`config.mk`:
```
export PLATFORM = sky130hd
export DESIGN_NAME = detector_jogada
export DESIGN_NICKNAME = d
export VERILOG_FILES = /design/src/rtl/detector_jogada.sv
export SDC_FILE = /design/constraint.sdc
export NUM_CORES = 1
export LEC_CHECK = 0
export BUFFER_PORTS_ARGS = -buffer_cell sky130_fd_sc_hd__buf_2
export CELL_PAD_IN_SITES_DETAIL_PLACEMENT = 1
export CELL_PAD_IN_SITES_GLOBAL_PLACEMENT = 2
export CORE_MARGIN = 4
export CORE_UTILIZATION = 39
export CTS_BUF_LIST = sky130_fd_sc_hd__clkbuf_4
export CTS_CLUSTER_SIZE = 40
export DETAILED_ROUTE_END_ITERATION = 8
export PLACE_DENSITY = 0.81
export SLEW_MARGIN = 25
export SYNTH_ARGS = -nofsm -noshare
export SYNTH_HDL_FRONTEND = slang
export SYNTH_SLANG_ARGS = --single-unit
export TNS_END_PERCENT = 100
```
`constraint.sdc`:
```
create_clock -name clock -period 2.4 [get_ports clock]
set_input_delay 0.6 -clock clock [delete_from_list [all_inputs] [get_ports clock]]
set_output_delay 0.6 -clock clock [all_outputs]
set_load 0.01 [all_outputs]
```
`src/rtl/detector_jogada.sv`:
```
// detector_jogada: synchronizes, debounces and validates the answer buttons.
// Optional erro_multiplo output is enabled by DETECTOR_JOGADA_ERRO_EN.
module detector_jogada #(
    parameter int N_BOTOES        = 4,
    parameter int DEBOUNCE_CYCLES = 50000
) (
    input  logic                clock,
    input  logic                reset,
    input  logic                habilita,
    input  logic                zera,
    input  logic [N_BOTOES-1:0] botoes,
    output logic [N_BOTOES-1:0] jogada,
    output logic                jogada_feita,
`ifdef DETECTOR_JOGADA_ERRO_EN
    output logic                erro_multiplo,
`endif
    output logic [3:0]          db_estado
);

    localparam int CW = $clog2(DEBOUNCE_CYCLES);
    localparam logic [CW-1:0] CNT_MAX = CW'(DEBOUNCE_CYCLES - 1);
    localparam logic [N_BOTOES-1:0] UM = N_BOTOES'(1);

    typedef enum logic [1:0] {
        OCIOSO         = 2'd0,
        DEBOUNCE       = 2'd1,
        VALIDA         = 2'd2,
        AGUARDA_SOLTAR = 2'd3
    } estado_t;

    estado_t             estado;
    estado_t             estado_next;
    logic [N_BOTOES-1:0] sinc1;
    logic [N_BOTOES-1:0] sinc;
    logic [N_BOTOES-1:0] amostra;
    logic [N_BOTOES-1:0] amostra_next;
    logic [N_BOTOES-1:0] jogada_next;
    logic [CW-1:0]       cont;
    logic [CW-1:0]       cont_next;
    logic                feita_next;
    logic                fim_contagem;
    logic                unico;
    logic                algum;
`ifdef DETECTOR_JOGADA_ERRO_EN
    logic                erro_next;
`endif

    // Two-flop synchronizer for the raw asynchronous buttons
    always_ff @(posedge clock or negedge reset) begin
        if (!reset) begin
            sinc1 <= '0;
            sinc  <= '0;
        end else begin
            sinc1 <= botoes;
            sinc  <= sinc1;
        end
    end

    assign fim_contagem = (cont == CNT_MAX);
    assign algum        = (sinc != '0);
    assign unico        = (amostra != '0) &&
                          ((amostra & (amostra - UM)) == '0);

    // State, counter, sample and output registers
    always_ff @(posedge clock or negedge reset) begin
        if (!reset) begin
            estado       <= OCIOSO;
            cont         <= '0;
            amostra      <= '0;
            jogada       <= '0;
            jogada_feita <= 1'b0;
`ifdef DETECTOR_JOGADA_ERRO_EN
            erro_multiplo <= 1'b0;
`endif
        end else begin
            estado       <= estado_next;
            cont         <= cont_next;
            amostra      <= amostra_next;
            jogada       <= jogada_next;
            jogada_feita <= feita_next;
`ifdef DETECTOR_JOGADA_ERRO_EN
            erro_multiplo <= erro_next;
`endif
        end
    end

    // Next-state and next-output logic; zera overrides every transition
    always_comb begin
        estado_next  = estado;
        cont_next    = cont;
        amostra_next = amostra;
        jogada_next  = jogada;
        feita_next   = 1'b0;
`ifdef DETECTOR_JOGADA_ERRO_EN
        erro_next    = 1'b0;
`endif
        if (zera) begin
            jogada_next = '0;
            cont_next   = '0;
            estado_next = AGUARDA_SOLTAR;
        end else begin
            unique case (estado)
                OCIOSO: begin
                    if (habilita && algum) begin
                        amostra_next = sinc;
                        cont_next    = '0;
                        estado_next  = DEBOUNCE;
                    end
                end
                DEBOUNCE: begin
                    if (!habilita || (sinc != amostra)) begin
                        estado_next = OCIOSO;
                    end else if (fim_contagem) begin
                        estado_next = VALIDA;
                    end else begin
                        cont_next = cont + 1'b1;
                    end
                end
                VALIDA: begin
                    if (unico) begin
                        jogada_next = amostra;
                        feita_next  = 1'b1;
                    end
`ifdef DETECTOR_JOGADA_ERRO_EN
                    else begin
                        erro_next = 1'b1;
                    end
`endif
                    cont_next   = '0;
                    estado_next = AGUARDA_SOLTAR;
                end
                AGUARDA_SOLTAR: begin
                    if (algum) begin
                        cont_next = '0;
                    end else if (fim_contagem) begin
                        estado_next = OCIOSO;
                    end else begin
                        cont_next = cont + 1'b1;
                    end
                end
                default: begin
                    estado_next = OCIOSO;
                end
            endcase
        end
    end

    // Debug view of the state code
    assign db_estado = {2'b00, estado};

endmodule

```
==> results of run 1 <==
## cells in the mapped netlist (2+ instances only)
library cell / instances
or2_2: 2
or4_1: 10
o31ai_1: 10
xor2_1: 4
buf_4: 2
dfrtp_1: 35
and3_1: 4
nand2_1: 11
mux2_2: 4
o21ai_0: 5
mux2i_1: 6
clkbuf_1: 4
nor4_1: 2
nor2_1: 9
or3_1: 6
nand3_1: 9
inv_1: 3
a21oi_1: 13
buf_2: 3
o211ai_1: 2
## layer usage
metal  share of wire [%]  global-route usage [%]  wire length [µm]  vias to the layer above
li1                    -                       -                 -                      627
met1                  47                    21.3              1720                      653
met2                  47                    23.6              1730                       22
met3                 3.9                    3.65               144                        5
met4                 1.4                    5.43                51                        0
met5                   0                       0                 0                        -
## final cells by class
cell class / instances / area, µm²
inverters: 3 / 11.3
clock inverters: 3 / 23.8
clock buffers: 5 / 37.5
well taps: 50 / 62.6
flip-flops and latches: 35 / 876
repair buffers: 15 / 77.6
multi-input cells: 117 / 769
fillers: 474 / 2260
## worst max-delay path by stage
stage,start,to,depth (start not counted),slack [ns]
floorplan,zera,cont[4]$_DFFE_PN0P_,7,0.48
global placement,habilita,cont[8]$_DFFE_PN0P_,7,0.44
detailed placement,habilita,cont[14]$_DFFE_PN0P_,7,0.34
CTS,amostra[2]$_DFFE_PN0P_,cont[14]$_DFFE_PN0P_,6,0.36
global route,amostra[2]$_DFFE_PN0P_,cont[14]$_DFFE_PN0P_,6,0.20
finish,amostra[2]$_DFFE_PN0P_,cont[14]$_DFFE_PN0P_,6,0.36
## registers in the layout (all words and copies together) (netlist names)
| signal | flops |
|---|---|
| cont | 16 |
| amostra | 4 |
| jogada | 4 |
| sinc1 | 4 |
| sinc | 4 |
| estado | 2 |
| jogada_feita | 1 |
## cells by family after synthesis
| family | Yosys count |
|---|---|
| AOI/OAI and AO/OA | 38 |
| xor gates and xnor gates | 5 |
| adders and majority gates | 1 |
| buffers and inverters | 12 |
| DFF | 35 |
| muxes | 10 |
| other | 1 |
| and+or+nand+nor | 61 |
## critical path: cells and delay by family (launching register included)
| kind | cells | cell delay, ns |
|---|---|---|
| simple gates | 2 | 0.78 |
| flops | 1 | 0.46 |
| compound gates | 2 | 0.29 |
| xor+xnor | 1 | 0.19 |
| buf+inv | 1 | 0.23 |
## power by group through the flow
stage,Clock (µW),Sequential (µW),Combinational [µW]
finish,337,604,36.2
global route,393,605,42.5
CTS,357,604,37.6
detailed placement,0,615,37.5
global placement,0,615,36.0
floorplan,0,614,18.5
## metrics by stage
step,std cells,hold slack [ns],worst slack (ns),power [µW],utilization (%)
floorplan,164,0.304,0.482,632,-
global placement,220,0.333,0.443,651,43.7
detailed placement,220,0.336,0.338,653,43.7
CTS,228,0.332,0.359,999,45.2
global route,228,0.301,0.200,1040,45.2
finish,228,0.317,0.365,977,45.2
==> metrics, run 1 <==
outcome=completed; PD cells=526 nW/µm²; Post-Syn Area=about 1700 µm²; Setup Skew=about 0.007 ns; R2R Setup Slk=roughly 0.36 ns; CTS Hold Buffers Added=0; Flop pwr share=61.8%; Synth Register Bits=35; Clock power frac=between 30% and 40%; sw power=253 µW; Via density=about 5.7; number of remaining DRC errors=0; Internal Power=725 µW; Tot GR Track Use=15.4%; CTS Buf Count=5; R2R depth=6; xor and xnor area share after synthesis=2.58%; RR Startpoint=amostra[2]$_DFFE_PN0P_; Fmax achieved=0.491 GHz; H-Tree Depth=2; share of the synthesized area in the top cell type=about half; Crit Reg-Reg Endpoint=cont[14]$_DFFE_PN0P_; post-synthesis mux area share=6.19%; Synth area leader=dfrtp_1; Hold Crit Class=in2async; max-slew headroom at the worst pin=a little under half; final HPWL from detailed placement=~2600 µm; Initial Utilization=41.3%; vias in the first global route=between 1000 and 1500; Rows=23; first-pass GRT wire length=6410 µm; largest family of logic cells by synthesized area=simple AND/OR/NAND/NOR gates; crit end category=flip-flop; asr flop ratio synth=100%; Clk pin slew, worst setup/hold paths=0.12 ns; Setup-failing EPs final=0; clk_lat worst skew=0.34 ns; routed vias=1307; Final Hold Violating Endpoints=0; Post-Route Setup TNS=0 ns; most common cell after layout, fill and taps aside=dfrtp_1; Warnings, synthesis=0; Comb pwr share=3.7%; Max Cap Viol=0; die area=5470 µm²; DR WL/cell=16.0 µm; layout cells sized above 1=between 10% and 20%; Iteration-0 DRC Markers=45; CP startpoint kind=flip-flop; Final Max Tran Viols=0; first drt pass iteration count=4; Critical-path top delay cell=or4_1; post-route cell area=1860 µm²; syn avg cell area=10.4 µm²; crit path kind=reg2reg; antenna cells=0; root buf cell=clkbuf_4; Cell Area, Placed=1800 µm²; sw frac=between 20% and 30%; unrepaired setup endpoints after global routing=false; CTS Buffer Depth=2; Unique masters post-synth=39; Post-CTS Setup Inserts=0; Tcrit/Tclk final=84.8%; drt total wl=~3700 µm; Die Ht=74.0 µm; io pins=17; CP arrival=2.31 ns; Max stage delay on crit path=0.53 ns; ys flop type=dfrtp_1; IO buf count=14; Cells after Synth=163; CP Data Required Time=2.67 ns; synthesis-to-finish area growth=9.43%; actual slew at the worst max-slew pin=0.781 ns; worst-path cell chain=xor2_1, nor3_4, a41oi_2, buf_4, or4_1, a21oi_1; min Tclk post-route=2.04 ns; nets@finish=approximately 190; synth top area cells=dfrtp_1, o31ai_1, or4_1, a21oi_1, mux2i_1; Gates resized, CTS repair=0; highest-count cells in the layout ignoring fill and taps=dfrtp_1, buf_2, a21oi_1; CTS tree=yes; Adder-Cell Fraction of Synth Area=0.737%; Final ANT Viol Nets=0; Crit Path Max Fanout=30; Post-Synth Simple-Gate Area=20.7%; Die Span X=74.0 µm; Worst IR Drop VDD=300 µV; Post-synth EDFFs=0; Synth Area in Compound Gates=between 10 and 15%; GPL Wtd Cong=0.778; largest net degree at the start of global routing=36; Sink Count=35; global route overflow=0; core box area=4120 µm²; LEAKAGE=0.000742 µW; initial antenna violation count=0; sequential share of the synthesized area=between 50% and 60%
Power figures use the tool's default switching activity.
==> inputs of run 2 (changes only) <==
--- a/config.mk
+++ b/config.mk
@@ -9,11 +9,11 @@
 export CELL_PAD_IN_SITES_DETAIL_PLACEMENT = 1
 export CELL_PAD_IN_SITES_GLOBAL_PLACEMENT = 2
 export CORE_MARGIN = 4
-export CORE_UTILIZATION = 39
+export CORE_UTILIZATION = 35
 export CTS_BUF_LIST = sky130_fd_sc_hd__clkbuf_4
 export CTS_CLUSTER_SIZE = 40
 export DETAILED_ROUTE_END_ITERATION = 8
-export PLACE_DENSITY = 0.81
+export PLACE_DENSITY = 0.77
 export SLEW_MARGIN = 25
 export SYNTH_ARGS = -nofsm -noshare
 export SYNTH_HDL_FRONTEND = slang
==> constraint.sdc (replaced) <==
create_clock -name clock -period 1.73 [get_ports clock]
set_input_delay 0.4325 -clock clock [delete_from_list [all_inputs] [get_ports clock]]
set_output_delay 0.4325 -clock clock [all_outputs]
set_load 0.01 [all_outputs]
==> run 2 against run 1 <==
Effect of this change: the run now ends with negative setup slack left; core utilization increased by 4.7 points; die area increased by 10%; global-route usage increased by 0.56 points; combinational power increased by 120%; worst setup slack got worse by 0.56 ns; critical path type unchanged.
==> metrics, run 2 (synthesis gave the netlist of run 1 again) <==
CTS Buffer Depth=2; Clk pin slew, worst setup/hold paths=0.12 ns; RR Startpoint=sinc[3]$_DFF_PN0_; Iteration-0 DRC Markers=49; initial antenna violation count=0; Die Ht=77.7 µm; first-pass GRT wire length=~7600 µm; PD cells=between 500 and 600 nW/µm²; Layout Utilization=49.9%; Tot GR Track Use=15.9%; LEAKAGE=0.000969 µW; number of remaining DRC errors=0; Top delay family on crit path=simple AND/OR/NAND/NOR gates; Hold Crit Class=in2async; Max stage delay on crit path=~0.53 ns; final HPWL from detailed placement=between 3000 and 4000 µm; crit end category=flip-flop; vias in the first global route=1565; R2R depth=6; Sink Count=35; Initial Utilization=35.9%; nets@finish=227; Die Span X=77.7 µm; synthesis-to-finish area growth=38.8%; Fmax achieved=0.518 GHz; min Tclk post-route=1.93 ns; io pins=17; layout cells sized above 1=42.5%; core box area=4720 µm²; routed vias=1493; die area=~6000 µm²; most common cell after layout, fill and taps aside=buf_4; Critical-path top delay cell=or4_1; Top reg by flops=cont; Final ANT Viol Nets=0; largest net degree at the start of global routing=36; GPL Wtd Cong=0.783; Rows=25; Worst IR Drop VDD=357 µV; Setup Skew=0.0102 ns; Max Cap Viol=0; Final Hold Violating Endpoints=0; Design Power=approximately 1400 µW; antenna cells=0; Tcrit/Tclk final=112%; CTS Buf Count=5; outcome=finished, violations left; IO buf count=14; CTS Hold Buffers Added=0; R2R Setup Slk=-0.20 ns; clk_lat worst skew=around 0.35 ns; Setup-failing EPs final=19; failing checks=negative setup slack; root buf cell=clkbuf_4; H-Tree Depth=2; worst-path cell chain=xor2_1, nor3_4, a41oi_2, buf_12, or4_1, a21oi_2; highest-count cells in the layout ignoring fill and taps=buf_4, dfrtp_1, buf_2; crit path kind=reg2reg; Crit Reg-Reg Endpoint=cont[8]$_DFFE_PN0P_; global route overflow=0; post-route setup slack=-0.200 ns; DR WL/cell=16.8 µm; first drt pass iteration count=4; Via density=5.22; CP Data Required Time=between 2 and 2.5 ns; Final Max Tran Viols=0; post-route cell area=around 2400 µm²; CTS tree=yes; Crit path buffers/inverters=1; CP startpoint kind=flip-flop; CP arrival=2.21 ns; unrepaired setup endpoints after global routing=true; Crit Path Max Fanout=14; Cell Area, Placed=2020 µm²; max reg flops=16; drt total wl=4820 µm
## run 2: cell types whose count changed in the layout (fill, tap and decap cells not counted), moves of 2 or more
cell	before	now
nor2_1	9	7
nand3_1	9	7
or4_1	10	8
or2_4	0	2
o21ai_0	5	2
buf_6	0	3
o21ai_2	0	2
or4_4	0	2
a21oi_1	13	8
a21oi_2	1	5
buf_4	1	36
## run 2: worst register-to-register path: cells and delay by family, from the launching register on
| kind | cells | cell delay (ns) |
|---|---|---|
| compound gates | 2 | 0.32 |
| xor+xnor | 1 | 0.20 |
| buf+inv | 1 | 0.19 |
| flops | 1 | 0.43 |
| simple gates | 2 | 0.74 |
## run 2: area by class of cell
| cell class | instances | area [µm²] |
|---|---|---|
| well taps | 67 | 83.8 |
| repair buffers | 55 | 419 |
| inverters | 3 | 11.3 |
| fillers | 522 | 2370 |
| flip-flops and latches | 35 | 876 |
| clock buffers | 5 | 37.5 |
| clock inverters | 3 | 23.8 |
| multi-input cells | 118 | 905 |
## run 2: stage by stage
| step | hold slack [ns] | instances | setup slack (ns) | setup TNS [ns] |
|---|---|---|---|---|
| floorplan | 0.137 | 164 | -0.0654 | -0.396 |
| global placement | 0.333 | 262 | -0.0826 | -1.12 |
| CTS | 0.110 | 271 | -0.173 | -1.44 |
| detailed placement | 0.336 | 262 | -0.170 | -2.21 |
| global route | 0.121 | 286 | -0.306 | -4.11 |
| finish | 0.101 | 286 | -0.200 | -2.17 |
## run 2: how the worst max path moves through the flow
| stage | start | end | slack (ns) | cells past startpoint |
|---|---|---|---|---|
| floorplan | sinc[3]$_DFF_PN0_ | cont[4]$_DFFE_PN0P_ | -0.07 | 6 |
| global placement | sinc[3]$_DFF_PN0_ | cont[12]$_DFFE_PN0P_ | -0.08 | 6 |
| detailed placement | sinc[3]$_DFF_PN0_ | cont[3]$_DFFE_PN0P_ | -0.17 | 6 |
| CTS | sinc[3]$_DFF_PN0_ | cont[12]$_DFFE_PN0P_ | -0.17 | 6 |
| global route | sinc[3]$_DFF_PN0_ | cont[8]$_DFFE_PN0P_ | -0.31 | 6 |
| finish | sinc[3]$_DFF_PN0_ | cont[8]$_DFFE_PN0P_ | -0.20 | 6 |
## run 2: what timing repair did
action                                  in CTS  in global routing
pin swaps                                    2                  8
cloned                                       1                  2
endpoints found under the setup margin      21                 21
setup buffers                                0                 13
gates resized for setup                     10                 24
## run 2: layer usage
layer  wire [µm]  track usage, %  share of wire [%]
met4          64            5.69                1.3
met5           0               0                  0
met2        2460            26.1                 51
met3         105            3.60                2.2
met1        2190            20.5                 45
## run 2: where the power goes
group          leakage (µW)  internal [µW]  switching (µW)
sequential         0.000460            829            8.15
combinational      0.000481           33.0            47.0
clock             0.0000278            162             314
==> inputs of run 3 (changes only) <==
--- a/config.mk
+++ b/config.mk
@@ -9,11 +9,11 @@
 export CELL_PAD_IN_SITES_DETAIL_PLACEMENT = 1
 export CELL_PAD_IN_SITES_GLOBAL_PLACEMENT = 2
 export CORE_MARGIN = 4
-export CORE_UTILIZATION = 35
+export CORE_UTILIZATION = 25
 export CTS_BUF_LIST = sky130_fd_sc_hd__clkbuf_4
 export CTS_CLUSTER_SIZE = 40
 export DETAILED_ROUTE_END_ITERATION = 8
-export PLACE_DENSITY = 0.77
+export PLACE_DENSITY = 0.59
 export SLEW_MARGIN = 25
 export SYNTH_ARGS = -nofsm -noshare
 export SYNTH_HDL_FRONTEND = slang
==> run 3 against run 2 <==
Effect of this change: the run still ends with negative setup slack left; worst hold slack lost 0.0054 ns; count of clock-buffer cells in the layout is the same; sequential power is essentially flat; flip-flop and latch count is the same; critical path type unchanged; highest routed layer unchanged.
==> metrics, run 3 (synthesis gave the netlist of run 1 again) <==
outcome=finished, violations left; failing checks=negative setup slack; crit end category=flip-flop; Setup Skew=0.0105 ns; Fmax achieved=between 0.5 and 0.6 GHz; Top reg by flops=cont; Clk pin slew, worst setup/hold paths=~0.13 ns; Max Cap Viol=0; Crit Path Max Fanout=6; first-pass GRT wire length=around 7700 µm; Via density=just over 5; min Tclk post-route=1.94 ns; layout cells sized above 1=47.9%; DR WL/cell=16.7 µm; largest net degree at the start of global routing=36; Setup-failing EPs final=16; IO buf count=14; io pins=17; synthesis-to-finish area growth=40.0%; Tcrit/Tclk final=112%; Sink Count=35; clk_lat worst skew=approximately 0.35 ns; post-route setup slack=-0.208 ns; max reg flops=16; Die Ht=90.4 µm; routed vias=1475; root buf cell=clkbuf_4; crit path from=amostra[0]$_DFFE_PN0P_; Initial Utilization=26.3%; final HPWL from detailed placement=3290 µm; Iteration-0 DRC Markers=30; CP arrival=roughly 2.2 ns; CP Data Required Time=2.02 ns; initial antenna violation count=0; CTS Hold Buffers Added=0; R2R depth=6; Rows=29; GPL Wtd Cong=0.771; CTS Buffer Depth=2; PD cells=588 nW/µm²; unrepaired setup endpoints after global routing=true; core box area=6460 µm²; Die Span X=90.4 µm; first drt pass iteration count=4; nets@finish=219; CTS tree=yes; LEAKAGE=0.000954 µW; most common cell after layout, fill and taps aside=dfrtp_1; Final ANT Viol Nets=0; H-Tree Depth=2; fin cells=288; CP startpoint kind=flip-flop; crit path kind=reg2reg; Hold Crit Class=in2async; highest-count cells in the layout ignoring fill and taps=dfrtp_1, buf_4, buf_2; die area=8170 µm²; RR Startpoint=amostra[0]$_DFFE_PN0P_; Worst IR Drop VDD=266 µV; Final Max Tran Viols=0; Tot GR Track Use=11.6%; Inst Count DP=275; vias in the first global route=approximately 1700; number of remaining DRC errors=0; CTS Buf Count=5; drt total wl=4810 µm; global route overflow=0; DP Worst Slack=-0.206 ns; antenna cells=0; Final Hold Violating Endpoints=0
[run 3: path summary, 6_finish.rpt]
| check | to | slack, ns |
|---|---|---|
| min in group clock | sinc1[3]$_DFF_PN0_ | 0.18 |
| hold / removal | cont[6]$_DFFE_PN0P_ | 0.1 |
| setup / recovery | cont[13]$_DFFE_PN0P_ | -0.21 |
| max in group asynchronous | sinc[0]$_DFF_PN0_ | 1.26 |
| setup reg to reg | cont[13]$_DFFE_PN0P_ | -0.21 |
| hold reg to reg | sinc[2]$_DFF_PN0_ | 0.36 |
[run 3: metal layers]
metal / share of wire (%) / global-route usage, % / routed length (µm) / vias up
met5: 0 / 0 / 0 / -
met4: 1.8 / 4.59 / 86 / 0
li1: - / - / - / 699
met3: 3.0 / 2.83 / 145 / 10
met1: 43 / 13.3 / 2050 / 749
met2: 53 / 20.7 / 2530 / 17
[run 3: cell type report]
type	count	area, µm²
Clock buffer	5	37.5
Timing Repair Buffer	48	382
Inverter	3	11.3
Clock inverter	3	23.8
Fill cell	756	4080
Tap cell	77	96.3
Multi-Input combinational cell	117	950
Sequential cell	35	877
[run 3: what timing repair did]
item,in CTS,in global routing
endpoints found under the setup margin,21,26
pin swaps,2,24
gates cloned,1,1
resized for setup,8,43
setup buffers,3,1
[run 3: report_power, final]
part | switching [µW] | internal, µW | leakage [µW]
sequential | 8.68 | 829 | 0.000459
clock | 319 | 163 | 0.0000278
combinational | 47.0 | 31.5 | 0.000467
total | 375 | 1020 | 0.000954
[run 3: stage by stage]
stage / setup TNS (ns) / cell area, µm² / util, % / power, µW / hold WS, ns
finish: -2.09 / 2380 / 36.8 / 1400 / 0.0960
global placement: -1.31 / 2050 / 31.8 / 919 / 0.335
detailed placement: -2.34 / 2050 / 31.8 / 923 / 0.338
floorplan: -0.396 / 1700 / - / 877 / 0.137
global route: -4.33 / 2380 / 36.8 / 1480 / 0.123
CTS: -2.33 / 2200 / 34.1 / 1420 / 0.116
[run 3: worst max-delay path: stages (launching register included)]
cell and delay, ns:
dfrtp_1 0.44, xor2_2 0.20, nor3_4 0.21, a41oi_4 0.20, clkbuf_16 0.21, or4_4 0.48, a21oi_2 0.13
